==> config.mk <==
export PLATFORM = sky130hd
export DESIGN_NAME = joystick_input_conditioner
export DESIGN_NICKNAME = d
export VERILOG_FILES = /design/src/rtl/claw_ctrl_pkg.sv /design/src/rtl/joystick_input_conditioner_debounce_channel.sv /design/src/rtl/joystick_input_conditioner.sv
export SDC_FILE = /design/constraint.sdc
export NUM_CORES = 1
export LEC_CHECK = 0
export ABC_AREA = 1
export CAP_MARGIN = 40
export CELL_PAD_IN_SITES_DETAIL_PLACEMENT = 0
export CELL_PAD_IN_SITES_GLOBAL_PLACEMENT = 1
export CORE_MARGIN = 2
export CORE_UTILIZATION = 43
export DETAILED_ROUTE_END_ITERATION = 10
export PLACE_DENSITY_LB_ADDON = 0.1
export SLEW_MARGIN = 30
export SYNTH_ARGS = -nofsm -noshare
export SYNTH_HDL_FRONTEND = slang
export SYNTH_SLANG_ARGS = --single-unit
==> constraint.sdc <==
create_clock -name CLK100MHZ -period 2 [get_ports CLK100MHZ]
set_input_delay 0.3 -clock CLK100MHZ [delete_from_list [all_inputs] [get_ports CLK100MHZ]]
set_output_delay 0.3 -clock CLK100MHZ [all_outputs]
set_load 0.1 [all_outputs]
==> src/rtl/claw_ctrl_pkg.sv <==
// ---------------------------------------------------------------------------
// claw_ctrl_pkg
// Shared constants for the claw-machine control front end.
//   - Channel index constants for the raw_in / level / rise / fall vectors.
//   - CTRL_ADDR: data-memory word address where the CPU reads the control word.
//   - DEFAULT_DEBOUNCE_CYCLES: 10 ms worth of stable cycles at 100 MHz.
//   - pack_control(): builds the interlocked 32-bit control word from levels.
// ---------------------------------------------------------------------------
package claw_ctrl_pkg;

    localparam int CH_RIGHT = 0;
    localparam int CH_LEFT  = 1;
    localparam int CH_FWD   = 2;
    localparam int CH_BACK  = 3;
    localparam int CH_CLAW  = 4;
    localparam int CH_START = 5;

    localparam int NUM_CHANNELS = 6;

    localparam int CTRL_ADDR = 1000;

    localparam int DEFAULT_DEBOUNCE_CYCLES = 1000000;

    // Opposing directions on one axis cancel each other so the stepper
    // drivers never receive a contradictory command. Claw and start are
    // independent and pass straight through.
    function automatic logic [31:0] pack_control(input logic [NUM_CHANNELS-1:0] lv);
        logic [31:0] word;
        logic        lr_conflict;
        logic        fb_conflict;
        word        = '0;
        lr_conflict = lv[CH_RIGHT] & lv[CH_LEFT];
        fb_conflict = lv[CH_FWD] & lv[CH_BACK];
        word[CH_RIGHT] = lv[CH_RIGHT] & ~lr_conflict;
        word[CH_LEFT]  = lv[CH_LEFT]  & ~lr_conflict;
        word[CH_FWD]   = lv[CH_FWD]   & ~fb_conflict;
        word[CH_BACK]  = lv[CH_BACK]  & ~fb_conflict;
        word[CH_CLAW]  = lv[CH_CLAW];
        word[CH_START] = lv[CH_START];
        return word;
    endfunction

endpackage

==> src/rtl/joystick_input_conditioner_debounce_channel.sv <==
// ---------------------------------------------------------------------------
// debounce_channel
// One input channel: 2-flop synchronizer, stable-count debouncer, level
// register and registered rise/fall pulses.
// Ports:
//   clk        in   rising-edge clock
//   reset      in   synchronous active-high reset
//   raw        in   asynchronous pin level
//   level      out  debounced level
//   rise       out  one-cycle pulse on a debounced 0->1 transition
//   fall       out  one-cycle pulse on a debounced 1->0 transition
//   level_next out  combinational next-state of level (feeds the top's
//                   control-word register so it updates with level)
// ---------------------------------------------------------------------------
module debounce_channel #(
    parameter int DEBOUNCE_CYCLES = 1000000,
    parameter int CNT_W           = 20
) (
    input  logic clk,
    input  logic reset,
    input  logic raw,
    output logic level,
    output logic rise,
    output logic fall,
    output logic level_next
);

    localparam logic [CNT_W-1:0] LAST_COUNT = CNT_W'(DEBOUNCE_CYCLES - 1);

    logic             sync1;
    logic             sync2;
    logic [CNT_W-1:0] count;
    logic [CNT_W-1:0] count_next;

    // Any cycle where the synchronized input agrees with level restarts the
    // count, so only an uninterrupted disagreement of DEBOUNCE_CYCLES cycles
    // flips the level. The counter therefore never passes LAST_COUNT.
    always_comb begin
        // NOTE: defaults first so every path assigns both outputs; without them
        // the missing else-branches would infer latches.
        level_next = level;
        count_next = '0;
        if (sync2 != level) begin
            if (count == LAST_COUNT) begin
                level_next = ~level;
            end else begin
                count_next = count + 1'b1;
            end
        end
    end

    // NOTE: non-blocking assignments make sync2 take the old sync1, giving a
    // real two-stage chain; blocking ones would collapse it into one flop.
    always_ff @(posedge clk) begin
        if (reset) begin
            sync1 <= 1'b0;
            sync2 <= 1'b0;
            count <= '0;
            level <= 1'b0;
            rise  <= 1'b0;
            fall  <= 1'b0;
        end else begin
            sync1 <= raw;
            sync2 <= sync1;
            count <= count_next;
            level <= level_next;
            rise  <= level_next & ~level;
            fall  <= ~level_next & level;
        end
    end

endmodule

==> src/rtl/joystick_input_conditioner.sv <==
// ---------------------------------------------------------------------------
// joystick_input_conditioner
// Synchronizes and debounces the joystick, claw and start pins, produces edge
// pulses, and packs the clean levels into the control word the CPU reads at
// data-memory address CTRL_ADDR.
// Ports:
//   CLK100MHZ    in   system clock, rising edge
//   reset        in   synchronous active-high reset
//   raw_in       in   [0] right [1] left [2] forward [3] backward
//                     [4] claw drop [5] start game (asynchronous levels)
//   level        out  debounced levels, same mapping
//   rise         out  per-channel one-cycle 0->1 pulse
//   fall         out  per-channel one-cycle 1->0 pulse
//   control_bits out  interlocked control word, [31:6] always 0
//   ctrl_update  out  one-cycle pulse whenever any level bit changes
// ---------------------------------------------------------------------------
module joystick_input_conditioner
    import claw_ctrl_pkg::*;
#(
    parameter int N_IN            = NUM_CHANNELS,
    parameter int DEBOUNCE_CYCLES = DEFAULT_DEBOUNCE_CYCLES,
    parameter int CNT_W           = 20
) (
    input  logic            CLK100MHZ,
    input  logic            reset,
    input  logic [N_IN-1:0] raw_in,
    output logic [N_IN-1:0] level,
    output logic [N_IN-1:0] rise,
    output logic [N_IN-1:0] fall,
    output logic [31:0]     control_bits,
    output logic            ctrl_update
);

    logic [N_IN-1:0] level_next;

    for (genvar i = 0; i < N_IN; i++) begin : g_channel
        debounce_channel #(
            .DEBOUNCE_CYCLES(DEBOUNCE_CYCLES),
            .CNT_W          (CNT_W)
        ) u_channel (
            .clk       (CLK100MHZ),
            .reset     (reset),
            .raw       (raw_in[i]),
            .level     (level[i]),
            .rise      (rise[i]),
            .fall      (fall[i]),
            .level_next(level_next[i])
        );
    end

    // Built from next-state levels so the word and ctrl_update land on the
    // same edge as level/rise/fall; several channels changing together
    // still produce a single update pulse.
    always_ff @(posedge CLK100MHZ) begin
        if (reset) begin
            control_bits <= '0;
            ctrl_update  <= 1'b0;
        end else begin
            control_bits <= pack_control(level_next);
            ctrl_update  <= |(level_next ^ level);
        end
    end

endmodule

==> impl_metrics.toml <==
[status]
status = "finished clean"

[logic_synthesis]
synth_top_cell_by_area = "dfxtp_1"
synth_most_common_cell = "nand2_1"
ys_seq_area_frac = 0.385
yosys-top-cells-count = "nand2_1 (252), nor2_1 (243), dfxtp_1 (155)"
yosys.area.top_type_share = 0.385
syn_inst = 1162
synth.avg_cell_area_um2 = 6.93
synth_edf_count = 0
synthDistinctLibCells = 33
ys_top_cells_by_area = "dfxtp_1 (39%), nand2_1 (12%), nor2_1 (11%)"
syn_area_um2 = 8050
async_flop_share = 0
synth_warnings = 0
ys_seq_elements = 155
synth_flop_cell = "dfxtp_1"

[global_route]
grt_pass1_vias = 6448
overflow = 0
antenna_found_initial = 0
grt_pass1_wl_mm = 30.1
grt_usage = 0.185
grt_max_degree = 28

[layout]
area_growth_syn_to_layout_pct = 13.0
final_util = 0.491
nets = 1219
design_area_um2 = 9100
drive_above_1_share = 0.114
fin_cells = 1440
insertedDiodeCount = 0

[power_and_ir_drop]
swShare = 0.213
intPower_mw = 5.73
power_density_nw_per_um2 = 801
seqPwrFrac = 0.427
power_mw = 7.28
clock_power_share = 0.533
leakage_nw = 3.11
ir_worst_vdd_v = 0.000552
combPwrFrac = 0.040
switchingPower_mw = 1.55

[setup_path]
path_cells = "ha_2 > nand3_2 > nor2_4 > nand3_1 > nand2_1 > nand2_1 > ha_1 > nand2_1 > nor2_1 > a31oi_1"
max_stage_delay_ps = 370
cp-end-kind = "flip-flop"
required_ps = 2300
crit_path_frequent_cell = "nand2_1"
crit_arrival_ps = 2100
crit_fanout = 4
cp_slowest_cell = "dfxtp_1"
path_class = "flip-flop to flip-flop"
start_kind = "flip-flop"
r2r_cells = 10

[hold_path]
hold_class = "input port to flip-flop"
holdPathStages = 3

[sta]
fin_setup_tns_ps = 0
hold_viol = 0
period_share = 0.899
rsz0062_at_grt = "false"
setup_viol = 0
final-max-slew-violation-count = 0
max_freq_mhz = 556
finClkSkew_ps = 5.05
min_period_ps = 1800

[placed_design]
dp.cells = 1408
place_area_um2 = 8370
place_congestion = 0.829
dp_hpwl_mm = 12.9
io_buffers = 32

[run]
drv_cap = 0

[detailed_routing]
wl_mm = 17.2
drtIter0Drc = 415
drc = 0
num_vias = 6713
ant_nets = 0
viasPerCell = 4.66
drt_first_pass_iters = 5
detail_route.wl_per_cell_um = 12.0

[clocking]
clkSlewWorstSetupHoldPaths_ps = 60
cts_made_buffers = 17
hold_buffers = 0
postCtsSetupBuffers = 0
htree_levels = 4
cts-root-buf = "clkbuf_16"
cts_tree = "built"
cts-resized-gates = 0
clkLatencyLatePin_ps = 420
cts.sinks = 155
cts_buffer_depth = 2

[floorplanning]
fp-row-count = 50
initial_core_util = 0.435
coreArea_um2 = 18500
die_w_um = 141
die_y_um = 141
io_pins = 59
die-area_um2 = 19800
metrics by stage:
| step | hold WS, ps | setup WS, ps |
|---|---|---|
| 3_3_place_gp | 397 | 209 |
| 3_5_place_dp | 397 | 159 |
| 6_report | 397 | 203 |
| 2_1_floorplan | 388 | 345 |
| 4_1_cts | 372 | 145 |
| 5_1_grt | 392 | 2.38 |
flip-flops by register name (all words and copies together) (netlist names):
name and flops:
g_channel.u_channel.count 120, g_channel.u_channel.fall 6, control_bits 6, g_channel.u_channel.sync2 6, g_channel.u_channel.rise 6, g_channel.u_channel.level 4, g_channel.u_channel.sync1 6, ctrl_update 1
cell families (layout without fill, tap and decap cells):
logic type,Yosys count,in the layout,synth area share
AOI/OAI and AO/OA,76,76,0.0507
buffers and inverters,193,212,0.118
xor gates and xnor gates,43,43,0.0468
and+or+nand+nor,676,676,0.371
other,1,26,0.000466
DFF,155,155,0.385
adders and majority gates,18,18,0.0280
worst max-delay path: cells and delay by family (launching register included):
kind                       cells  cell delay [ps]
AOI/OAI and AO/OA              1               70
adders and majority gates      2              500
DFF                            1              370
and+or+nand+nor                7              740
power groups by stage:
stage	sequential [mW]	combinational [mW]	clock (mW)
final	3.11	0.293	3.88
after global placement	3.18	0.294	0
after detailed placement	3.18	0.295	0
after global routing	3.11	0.309	4.10
after CTS	3.11	0.295	3.98
after floorplan	3.18	0.305	0
path summary, 6_finish.rpt:
check                                        from                      endpoint  slack (ps)
setup / recovery  g_channel[0].u_channel.count[0]                   ctrl_update         200
hold / removal                          raw_in[4]  g_channel[4].u_channel.sync1         400
setup reg to reg  g_channel[0].u_channel.count[0]                   ctrl_update         200
hold reg to reg      g_channel[2].u_channel.sync1  g_channel[2].u_channel.sync2         410
cell usage in the layout (no fill, tap or decap), types with 7 or more instances in the layout:
cell	instances
nand3_2	10
nand3b_1	8
nor2_4	7
nand4_1	33
bufinv_16	7
o21ai_0	14
or2_0	11
inv_1	122
clkdlybuf4s50_1	7
nor2_1	242
buf_4	37
nor2_2	22
ha_1	16
nand2_1	252
nand3_1	71
a21oi_1	52
inv_2	13
conb_1	26
xor2_1	23
xnor2_1	20
clkbuf_16	17
dfxtp_1	154
nor3_1	13
cell type report:
type,instances,area (µm²)
inverter,135,507
clock buffer,21,480
timing repair buffer,45,368
multi-input combinational,839,4110
fill,1923,9420
tap,234,293
sequential,155,3100
clock inverter,11,236
routing by layer:
metal	GRT usage	up-vias	wire length [µm]
met5	0	-	0
met4	0.0447	0	177
met3	0.0404	13	540
met2	0.294	106	7500
met1	0.256	2950	9000
li1	-	3644	-
Note: power is estimated with default switching activity, not from simulation.
